--- src/rtl/mmu_read_arbiter.sv ---
// Shares the single AXI read channel between the MMU instruction and data fetch controllers.
// One owned transaction at a time: grant in IDLE, hold AR until accepted, route R beats to the owner until rlast.
module mmu_read_arbiter #(
    parameter int BURST_LEN    = 16,
    parameter int STARVE_LIMIT = 4
) (
    input  logic        clk,
    input  logic        rst,
    input  logic        i_req,
    input  logic [31:0] i_addr,
    input  logic        i_single,
    output logic        i_req_ok,
    output logic        i_rvalid,
    output logic        i_rlast,
    output logic        i_rerr,
    input  logic        d_req,
    input  logic [31:0] d_addr,
    input  logic        d_single,
    input  logic [2:0]  d_size,
    output logic        d_req_ok,
    output logic        d_rvalid,
    output logic        d_rlast,
    output logic        d_rerr,
    output logic [31:0] r_data,
    output logic [31:0] araddr,
    output logic [7:0]  arlen,
    output logic [2:0]  arsize,
    output logic [1:0]  arburst,
    output logic        arvalid,
    input  logic        arready,
    input  logic [31:0] rdata,
    input  logic [1:0]  rresp,
    input  logic        rlast,
    input  logic        rvalid,
    output logic        rready
);

    // state  | meaning
    // S_IDLE | no transaction owned; arbitrate and latch AR fields on any request
    // S_ADDR | arvalid held with stable AR fields until arready
    // S_DATA | rready high; beats routed to owner until rvalid && rlast

    typedef enum logic [1:0] {S_IDLE, S_ADDR, S_DATA} state_t;

    localparam int              CW        = (STARVE_LIMIT > 0) ? $clog2(STARVE_LIMIT + 1) : 1;
    localparam logic [CW-1:0]   LIMIT     = CW'(STARVE_LIMIT);
    localparam logic [7:0]      BURST_ARL = 8'(BURST_LEN - 1);

    state_t        state, state_nxt;
    logic          owner_inst;
    logic [CW-1:0] starve_cnt;
    logic          grant_inst;
    logic          grant_single;
    logic          beat;

    // Data wins conflicts unless inst has already been passed over STARVE_LIMIT times.
    assign grant_inst   = i_req && (!d_req || (starve_cnt == LIMIT));
    assign grant_single = grant_inst ? i_single : d_single;

    always_ff @(posedge clk or negedge rst) begin
        if (!rst) begin
            state <= S_IDLE;
        end else begin
            state <= state_nxt;
        end
    end

    always_comb begin
        state_nxt = state;
        case (state)
            S_IDLE: if (i_req || d_req)      state_nxt = S_ADDR;
            S_ADDR: if (arready)             state_nxt = S_DATA;
            S_DATA: if (rvalid && rlast)     state_nxt = S_IDLE;
            default:                         state_nxt = S_IDLE;
        endcase
    end

    always_ff @(posedge clk or negedge rst) begin
        if (!rst) begin
            owner_inst <= 1'b1;
            starve_cnt <= '0;
            araddr     <= '0;
            arlen      <= '0;
            arsize     <= '0;
            arburst    <= '0;
        end else if (state == S_IDLE && (i_req || d_req)) begin
            owner_inst <= grant_inst;
            araddr     <= grant_inst ? i_addr : d_addr;
            arlen      <= grant_single ? 8'd0 : BURST_ARL;
            arburst    <= grant_single ? 2'd0 : 2'd1;
            arsize     <= (!grant_inst && d_single) ? d_size : 3'b010;
            if (grant_inst || !i_req) begin
                starve_cnt <= '0;
            end else if (starve_cnt != LIMIT) begin
                starve_cnt <= starve_cnt + 1'b1;
            end
        end
    end

    always_comb begin
        arvalid  = (state == S_ADDR);
        rready   = (state == S_DATA);
        i_req_ok = arvalid && arready && owner_inst;
        d_req_ok = arvalid && arready && !owner_inst;
        beat     = rready && rvalid;
        i_rvalid = beat && owner_inst;
        i_rlast  = beat && owner_inst && rlast;
        i_rerr   = beat && owner_inst && (rresp != 2'b00);
        d_rvalid = beat && !owner_inst;
        d_rlast  = beat && !owner_inst && rlast;
        d_rerr   = beat && !owner_inst && (rresp != 2'b00);
    end

    assign r_data = rdata;

endmodule

--- config.mk ---
export PLATFORM = sky130hd
export DESIGN_NAME = mmu_read_arbiter
export DESIGN_NICKNAME = d
export VERILOG_FILES = /design/src/rtl/mmu_read_arbiter.sv
export SDC_FILE = /design/constraint.sdc
export NUM_CORES = 1
export LEC_CHECK = 0
export ABC_AREA = 1
export BUFFER_PORTS_ARGS = -buffer_cell sky130_fd_sc_hd__buf_4
export CORE_ASPECT_RATIO = 1.25
export CORE_MARGIN = 2
export CORE_UTILIZATION = 37
export DETAILED_ROUTE_END_ITERATION = 6
export PLACE_DENSITY_LB_ADDON = 0.2
export SYNTH_ARGS = -nofsm -noshare
export SYNTH_HDL_FRONTEND = slang
export SYNTH_SLANG_ARGS = --single-unit
--- constraint.sdc ---
create_clock -name clk -period 1.45 [get_ports clk]
set_clock_uncertainty 0.05 [all_clocks]
set_input_delay 0.0725 -clock clk [delete_from_list [all_inputs] [get_ports clk]]
set_output_delay 0.0725 -clock clk [all_outputs]
set_load 0.03 [all_outputs]
==> impl_metrics.prom, run 1 <==
# TYPE chip_impl_metric gauge
chip_impl_metric{name="timing.fmax",unit="MHz"} 708
chip_impl_metric{name="maxSlewViolCount",unit=""} 0
chip_impl_metric{name="synth.distinct_cells",unit=""} 23
chip_impl_metric{name="synth.top_cell.area_share",unit=""} 0.376
chip_impl_metric{name="antenna_found_initial",unit=""} 0
chip_impl_metric{name="drc_errors",unit=""} 0
chip_impl_metric{name="nNetsFinal",unit=""} 606
chip_impl_info{name="synth.top_cells.by_area",value="dfrtp_1 (38%), nand2_1 (15%), nand3_1 (13%)"} 1
chip_impl_info{name="hold_path.class",value="in2reg"} 1
chip_impl_metric{name="setup.reg_to_reg.worst_slack",unit="ps"} 40
chip_impl_metric{name="drtPass1Iterations",unit=""} 4
chip_impl_metric{name="grt_max_degree",unit=""} 43
chip_impl_metric{name="n_antenna_cell",unit=""} 0
chip_impl_metric{name="drt.antenna.violating_nets",unit=""} 0
chip_impl_metric{name="syn_area",unit="um^2"} 2730
chip_impl_metric{name="drtIter0Drc",unit=""} 78
chip_impl_metric{name="global_route_total_usage_across_every_layer",unit=""} 0.186
chip_impl_metric{name="min_path_cells",unit=""} 5
chip_impl_metric{name="share_of_flip_flops_with_an_asynchronous_set_or_reset_after_synthesis",unit=""} 1.00
chip_impl_metric{name="synthesis.instances",unit=""} 388
chip_impl_metric{name="synthesis_warnings",unit=""} 0
chip_impl_metric{name="finalSetupViolations",unit=""} 0
chip_impl_metric{name="number_of_flops_mapped_to_enable_cells_by_yosys",unit=""} 0
chip_impl_info{name="r2r_start",value="starve_cnt[1]"} 1
chip_impl_metric{name="chipWidth",unit="um"} 80.8
chip_impl_metric{name="place.port_buffers",unit=""} 127
chip_impl_metric{name="detailed_place_hpwl",unit="um"} 5300
chip_impl_info{name="clk_root_buffer_cell",value="clkbuf_8"} 1
chip_impl_metric{name="die_h",unit="um"} 100
chip_impl_info{name="yosys.area.top_type",value="dfrtp_1"} 1
chip_impl_metric{name="vias_per_cell",unit=""} 4.70
chip_impl_metric{name="power_density_relative_to_cell_area",unit="nW/um^2"} 1860
chip_impl_metric{name="cts_inserted_buffers",unit=""} 5
chip_impl_metric{name="ys_seq_area_frac",unit=""} 0.386
chip_impl_metric{name="place.gp.congestion",unit=""} 0.753
chip_impl_metric{name="grt_first_pass_wirelength",unit="um"} 12000
chip_impl_metric{name="globalRouteOverflowTotal",unit=""} 0
chip_impl_metric{name="arrival",unit="ps"} 1600
chip_impl_metric{name="initial_utilization",unit=""} 0.375
chip_impl_info{name="whs_endpoint",value="araddr[16]"} 1
chip_impl_metric{name="worst-endpoint-required",unit="ps"} 1630
chip_impl_metric{name="routed_wirelength",unit="um"} 7960
chip_impl_info{name="cp-end-kind",value="register"} 1
chip_impl_info{name="worst_min_delay_path_startpoint",value="d_addr[16]"} 1
chip_impl_metric{name="areaGrowthSynthToFinish",unit="%"} 45.1
chip_impl_metric{name="final_layout_size_suffix_gt1_frac",unit=""} 0.378
chip_impl_info{name="grt-busiest-layer",value="met2"} 1
chip_impl_metric{name="fin_total_pwr",unit="mW"} 7.36
chip_impl_metric{name="first_global_vias",unit=""} 2628
chip_impl_info{name="crit_type",value="reg2reg"} 1
chip_impl_metric{name="io_pins",unit=""} 197
chip_impl_metric{name="clkTransAtPathRegs",unit="ps"} 90
chip_impl_info{name="rsz0062_at_grt",value="yes"} 1
chip_impl_metric{name="final_core_utilization",unit=""} 0.544
chip_impl_info{name="critical_path.reg2reg.endpoint",value="araddr[20]"} 1
chip_impl_metric{name="report.final.hold_viol_count",unit=""} 0
chip_impl_info{name="outcome",value="finished, final reports clean"} 1
chip_impl_metric{name="global_route.usage.met1",unit=""} 0.231
chip_impl_metric{name="maxCapViolCount",unit=""} 0
chip_impl_metric{name="final_area",unit="um^2"} 3960
chip_impl_metric{name="remaining_max_slew_budget_at_the_tightest_pin",unit=""} 0.630
chip_impl_metric{name="vdd.ir_drop.worst",unit="uV"} 1070
chip_impl_metric{name="num_rows",unit=""} 35
chip_impl_metric{name="synthesis.area_per_instance",unit="um^2"} 7.03
chip_impl_metric{name="critical_path.max_fanout",unit=""} 7
chip_impl_metric{name="grt_util_met2",unit=""} 0.326
chip_impl_metric{name="post-route-period-util",unit=""} 0.974
chip_impl_metric{name="area_post_placement",unit="um^2"} 3520
chip_impl_metric{name="clock-sinks",unit=""} 42
chip_impl_metric{name="reg2reg_depth",unit=""} 9
chip_impl_metric{name="routedWlPerCell",unit="um"} 13.6
chip_impl_info{name="clock_tree_from_tritoncts",value="done"} 1
chip_impl_metric{name="detailroute.via_count",unit=""} 2759
chip_impl_info{name="ys_dominant_reg_cell",value="dfrtp_1"} 1
chip_impl_metric{name="use_met3",unit=""} 0.0306
chip_impl_metric{name="cts_buffer_depth",unit=""} 2
chip_impl_metric{name="power_leakage",unit="nW"} 2.34
chip_impl_metric{name="layout_min_cycle_time",unit="ps"} 1410
chip_impl_metric{name="core-area",unit="um^2"} 7270
chip_impl_metric{name="htree_num_levels",unit=""} 2
chip_impl_metric{name="synth_seq_cells",unit=""} 42
chip_impl_metric{name="clkLatencyLatePin",unit="ps"} 290
chip_impl_info{name="post-synth-top-count-cell",value="nand2_1"} 1
chip_impl_metric{name="die-area",unit="um^2"} 8080
chip_impl_info{name="synth.top_cells.by_count",value="nand2_1 (112), inv_1 (73), nand3_1 (72)"} 1
chip_impl_info{name="crit_path_start_kind",value="register"} 1
chip_impl_metric{name="worstMarginPinSlew",unit="ps"} 554
registers in the layout, indices dropped and copies added, names as in the netlist:
register / flops
arsize: 3
araddr: 32
owner_inst: 1
arlen: 1
state: 2
starve_cnt: 3
final cells by class:
type | count | area, um^2
clock buffers | 5 | 68.8
clock inverters | 3 | 40.0
fillers | 728 | 3310
inverters | 75 | 289
multi-input cells | 217 | 1100
flip-flops and latches | 42 | 1050
well taps | 92 | 115
repair buffers | 153 | 1290
worst max path at each step:
stage | from | to | slack, ps | depth (start not counted)
global route | starve_cnt[0] | araddr[26] | -30 | 9
detailed placement | starve_cnt[0] | starve_cnt[1] | -50 | 8
global placement | starve_cnt[0] | starve_cnt[0] | 50 | 8
finish | starve_cnt[1] | araddr[20] | 40 | 9
CTS | starve_cnt[0] | araddr[10] | 6 | 8
floorplan | state[1] | i_rerr | -90 | 4
cells in the final DEF (no fill, tap or decap), types with 3 or more instances in the layout:
master         instances
nand3_2                4
buf_4                136
nor2_2                 5
clkbuf_8               5
nor2_1                 4
conb_1                 5
inv_2                  3
nand2_2                4
nand2_1              107
nand3_1               68
nor2_4                 5
inv_1                 71
buf_12                 3
nand2_4                3
buf_6                  3
clkbuf_16              4
dlygate4sd3_1          6
dfrtp_1               40
critical path, cell delays in order, from the launching register on:
cell and delay (ps):
dfrtp_1 410, inv_2 90, ha_4 140, nand2_4 60, nand2_8 120, nand2_8 100, clkbuf_16 180, nand2_1 70
nand3_1 60, nand2_1 70
kinds of logic after synthesis:
family,synth area share
buffers and inverters,0.260
AOI/OAI and AO/OA,0.00826
xor gates and xnor gates,0.00321
and+or+nand+nor,0.332
adders and majority gates,0.00918
other,0.00138
DFF,0.386
where the power goes:
part           switching (mW)  internal [mW]
Sequential              0.365           1.75
Clock                   0.428          0.508
Combinational            2.69           1.62
Total                    3.48           3.88
through the flow:
stage / cells / hold slack (ps) / setup slack [ps] / TNS, ps
6_report: 587 / 19.2 / 38.2 / 0
5_1_grt: 587 / 32.7 / -27.1 / -229
3_3_place_gp: 562 / 52.7 / 50.8 / 0
3_5_place_dp: 562 / 52.8 / -49.2 / -88.7
2_1_floorplan: 392 / -273 / -89.4 / -357
4_1_cts: 579 / 16.8 / 6.02 / 0
per-layer routing:
metal | wire length (um) | up-vias
met5 | 0 | -
met3 | 484 | 22
met1 | 3180 | 1316
met4 | 174 | 0
li1 | - | 1324
met2 | 4120 | 97
repair_timing:
| action | in CTS | in global routing |
|---|---|---|
| gates resized for setup | 1 | 28 |
| hold endpoints to repair | 45 | 0 |
| cloned | 0 | 5 |
| endpoints found under the setup margin | 8 | 46 |
| buffers inserted | 3 | 3 |
| pin swaps | 1 | 8 |
| hold buffers | 6 | 0 |
(Power assumes the default switching activity.)
==> run 2: changes to the inputs <==
--- a/config.mk
+++ b/config.mk
@@ -6,11 +6,10 @@
 export NUM_CORES = 1
 export LEC_CHECK = 0
 export ABC_AREA = 1
-export BUFFER_PORTS_ARGS = -buffer_cell sky130_fd_sc_hd__buf_4
-export CORE_ASPECT_RATIO = 1.25
-export CORE_MARGIN = 2
-export CORE_UTILIZATION = 37
+export CORE_AREA = 2 2 76 78
 export DETAILED_ROUTE_END_ITERATION = 6
+export DIE_AREA = 0 0 78 80
+export DONT_BUFFER_PORTS = 1
 export PLACE_DENSITY_LB_ADDON = 0.2
 export SYNTH_ARGS = -nofsm -noshare
 export SYNTH_HDL_FRONTEND = slang
==> impl_metrics.prom, run 2 (synthesized netlist as in run 1, its figures left out) <==
# TYPE chip_impl_metric gauge
chip_impl_metric{name="drtPass1Iterations",unit=""} 4
chip_impl_info{name="failed_checks",value="setup timing"} 1
chip_impl_metric{name="drtIter0Drc",unit=""} 186
chip_impl_metric{name="vias_per_cell",unit=""} 5.07
chip_impl_info{name="cpMaxStageDelayCell",value="dfrtp_2"} 1
chip_impl_metric{name="layout_min_cycle_time",unit="ps"} 1460
chip_impl_metric{name="chipWidth",unit="um"} 78
chip_impl_metric{name="critical_path.max_fanout",unit=""} 3
chip_impl_metric{name="maxSlewViolCount",unit=""} 0
chip_impl_info{name="clock_tree_from_tritoncts",value="done"} 1
chip_impl_metric{name="final_core_utilization",unit=""} 0.697
chip_impl_metric{name="io_pins",unit=""} 197
chip_impl_info{name="register_bank_with_the_most_flops",value="araddr"} 1
chip_impl_metric{name="die-area",unit="um^2"} 6240
chip_impl_metric{name="multi_input_comb_area",unit="um^2"} 1090
chip_impl_metric{name="post-route-period-util",unit=""} 1.01
chip_impl_info{name="hold_path.class",value="in2reg"} 1
chip_impl_metric{name="report.final.hold_viol_count",unit=""} 0
chip_impl_metric{name="clkTransAtPathRegs",unit="ps"} 80
chip_impl_metric{name="num_rows",unit=""} 27
chip_impl_info{name="crit_family",value="flip-flops"} 1
chip_impl_metric{name="power_density_relative_to_cell_area",unit="nW/um^2"} 1760
chip_impl_metric{name="setup_ws",unit="ps"} -8.67
chip_impl_metric{name="die_h",unit="um"} 80
chip_impl_metric{name="global_route_total_usage_across_every_layer",unit=""} 0.239
chip_impl_metric{name="finalSetupViolations",unit=""} 1
chip_impl_metric{name="nNetsFinal",unit=""} 557
chip_impl_metric{name="cts_inserted_buffers",unit=""} 5
chip_impl_metric{name="pre_cts_slack",unit="ps"} 33.5
chip_impl_metric{name="grt_first_pass_wirelength",unit="um"} 11800
chip_impl_metric{name="tns",unit="ps"} -8.67
chip_impl_metric{name="path_buf_inv",unit=""} 1
chip_impl_info{name="outcome",value="finished with violations"} 1
chip_impl_metric{name="antenna_found_initial",unit=""} 0
chip_impl_info{name="final_common_cell",value="nand2_1"} 1
chip_impl_metric{name="routed_wirelength",unit="um"} 8020
chip_impl_metric{name="cts_buffer_depth",unit=""} 2
chip_impl_metric{name="arrival",unit="ps"} 1340
chip_impl_metric{name="vdd.ir_drop.worst",unit="uV"} 1120
chip_impl_metric{name="place.gp.congestion",unit=""} 0.784
chip_impl_metric{name="n_antenna_cell",unit=""} 0
chip_impl_metric{name="clock-sinks",unit=""} 42
chip_impl_metric{name="grt_max_degree",unit=""} 43
chip_impl_info{name="biggest_registers_after_layout",value="araddr x32, arsize x3, starve_cnt x3"} 1
chip_impl_metric{name="max_stage_delay",unit="ps"} 450
chip_impl_metric{name="core-area",unit="um^2"} 5410
chip_impl_metric{name="timing.fmax",unit="MHz"} 686
chip_impl_info{name="mostFrequentLayoutCells",value="nand2_1 (109), dlygate4sd3_1 (73), inv_1 (70), nand3_1 (70), dfrtp_1 (40)"} 1
chip_impl_info{name="crit_type",value="reg2out"} 1
chip_impl_metric{name="first_global_vias",unit=""} 2508
chip_impl_metric{name="final.fill_count",unit=""} 431
chip_impl_info{name="rsz0062_at_grt",value="yes"} 1
chip_impl_info{name="clk_root_buffer_cell",value="clkbuf_8"} 1
chip_impl_metric{name="htree_num_levels",unit=""} 2
chip_impl_info{name="crit_path_start_kind",value="register"} 1
chip_impl_metric{name="worst-endpoint-required",unit="ps"} 1330
chip_impl_metric{name="final.hold.worst_slack",unit="ps"} 37.3
chip_impl_metric{name="final_layout_size_suffix_gt1_frac",unit=""} 0.143
chip_impl_metric{name="area_post_placement",unit="um^2"} 2590
chip_impl_metric{name="maxCapViolCount",unit=""} 0
chip_impl_metric{name="clkLatencyLatePin",unit="ps"} 290
chip_impl_metric{name="area_occupied_by_registers",unit="um^2"} 1050
chip_impl_metric{name="place.port_buffers",unit=""} 0
chip_impl_metric{name="routedWlPerCell",unit="um"} 15.5
chip_impl_metric{name="globalRouteOverflowTotal",unit=""} 0
chip_impl_metric{name="initial_utilization",unit=""} 0.504
chip_impl_metric{name="areaGrowthSynthToFinish",unit="%"} 38.3
chip_impl_metric{name="drc_errors",unit=""} 0
chip_impl_metric{name="drt.antenna.violating_nets",unit=""} 0
chip_impl_metric{name="detailed_place_hpwl",unit="um"} 4290
chip_impl_metric{name="power_leakage",unit="nW"} 2.07
chip_impl_info{name="path_cells",value="nor2_4, nand2_4, nor3_4, buf_6"} 1
chip_impl_metric{name="detailroute.via_count",unit=""} 2627
chip_impl_metric{name="final_area",unit="um^2"} 3770
chip_impl_info{name="cp-end-kind",value="output port"} 1
chip_impl_metric{name="max_reg_flops",unit=""} 32
run 2: changes by cell type in the layout (fill, tap and decap cells not counted), sizes merged:
cell	before	now
dlygate4sd3	6	73
inv	75	74
buf	143	26
clkinv	2	1
clkbuf	9	12
run 2: where the power goes:
part / total (mW) / internal (mW) / switching [mW]
Clock: 0.906 / 0.516 / 0.390
Sequential: 3.18 / 1.74 / 1.45
Combinational: 2.54 / 0.999 / 1.54
run 2: final timing paths:
check	start	to	slack, ps	cells after the start
setup / recovery	state[0]	d_rlast	-9	4
hold / removal	i_req	owner_inst	40	3
setup reg to reg	starve_cnt[0]	araddr[8]	60	9
hold reg to reg	arlen[2]	arlen[2]	450	2
max in group asynchronous	rst	owner_inst	900	2
min in group asynchronous	rst	araddr[4]	170	2
run 2: final cells by class:
type                            count  share of cell area
Sequential cell                    42               0.279
Tap cell                           72              0.0239
Inverter                           75              0.0780
Timing Repair Buffer              104               0.302
Multi-Input combinational cell    217               0.289
Clock inverter                      1             0.00797
Clock buffer                        7              0.0202
run 2: through the flow:
stage                     std cells  total power, mW
final                           518             6.62
after global routing            518             7.06
after detailed placement        421             5.15
after global placement          421             5.09
after floorplan                 392             4.94
after CTS                       506             6.31
run 2: tightest hold or removal path: stages:
cell	delay, ps
nand2_8	80
clkbuf_16	160
o21ai_1	60
run 2: repair_timing:
action,CTS,global route
pin swaps,0,12
hold buffers,75,0
endpoints found under the hold margin,81,0
setup endpoints to repair,6,47
cloned,0,5
resized for setup,2,23
setup buffers,2,7
run 2: layer usage:
metal  vias up  track usage  wire length (um)
met5         -            0                 0
met4         0        0.130               244
met3        33       0.0656               640
met1      1213        0.272              3140
met2       154        0.409              4000
li1       1227            -                 -
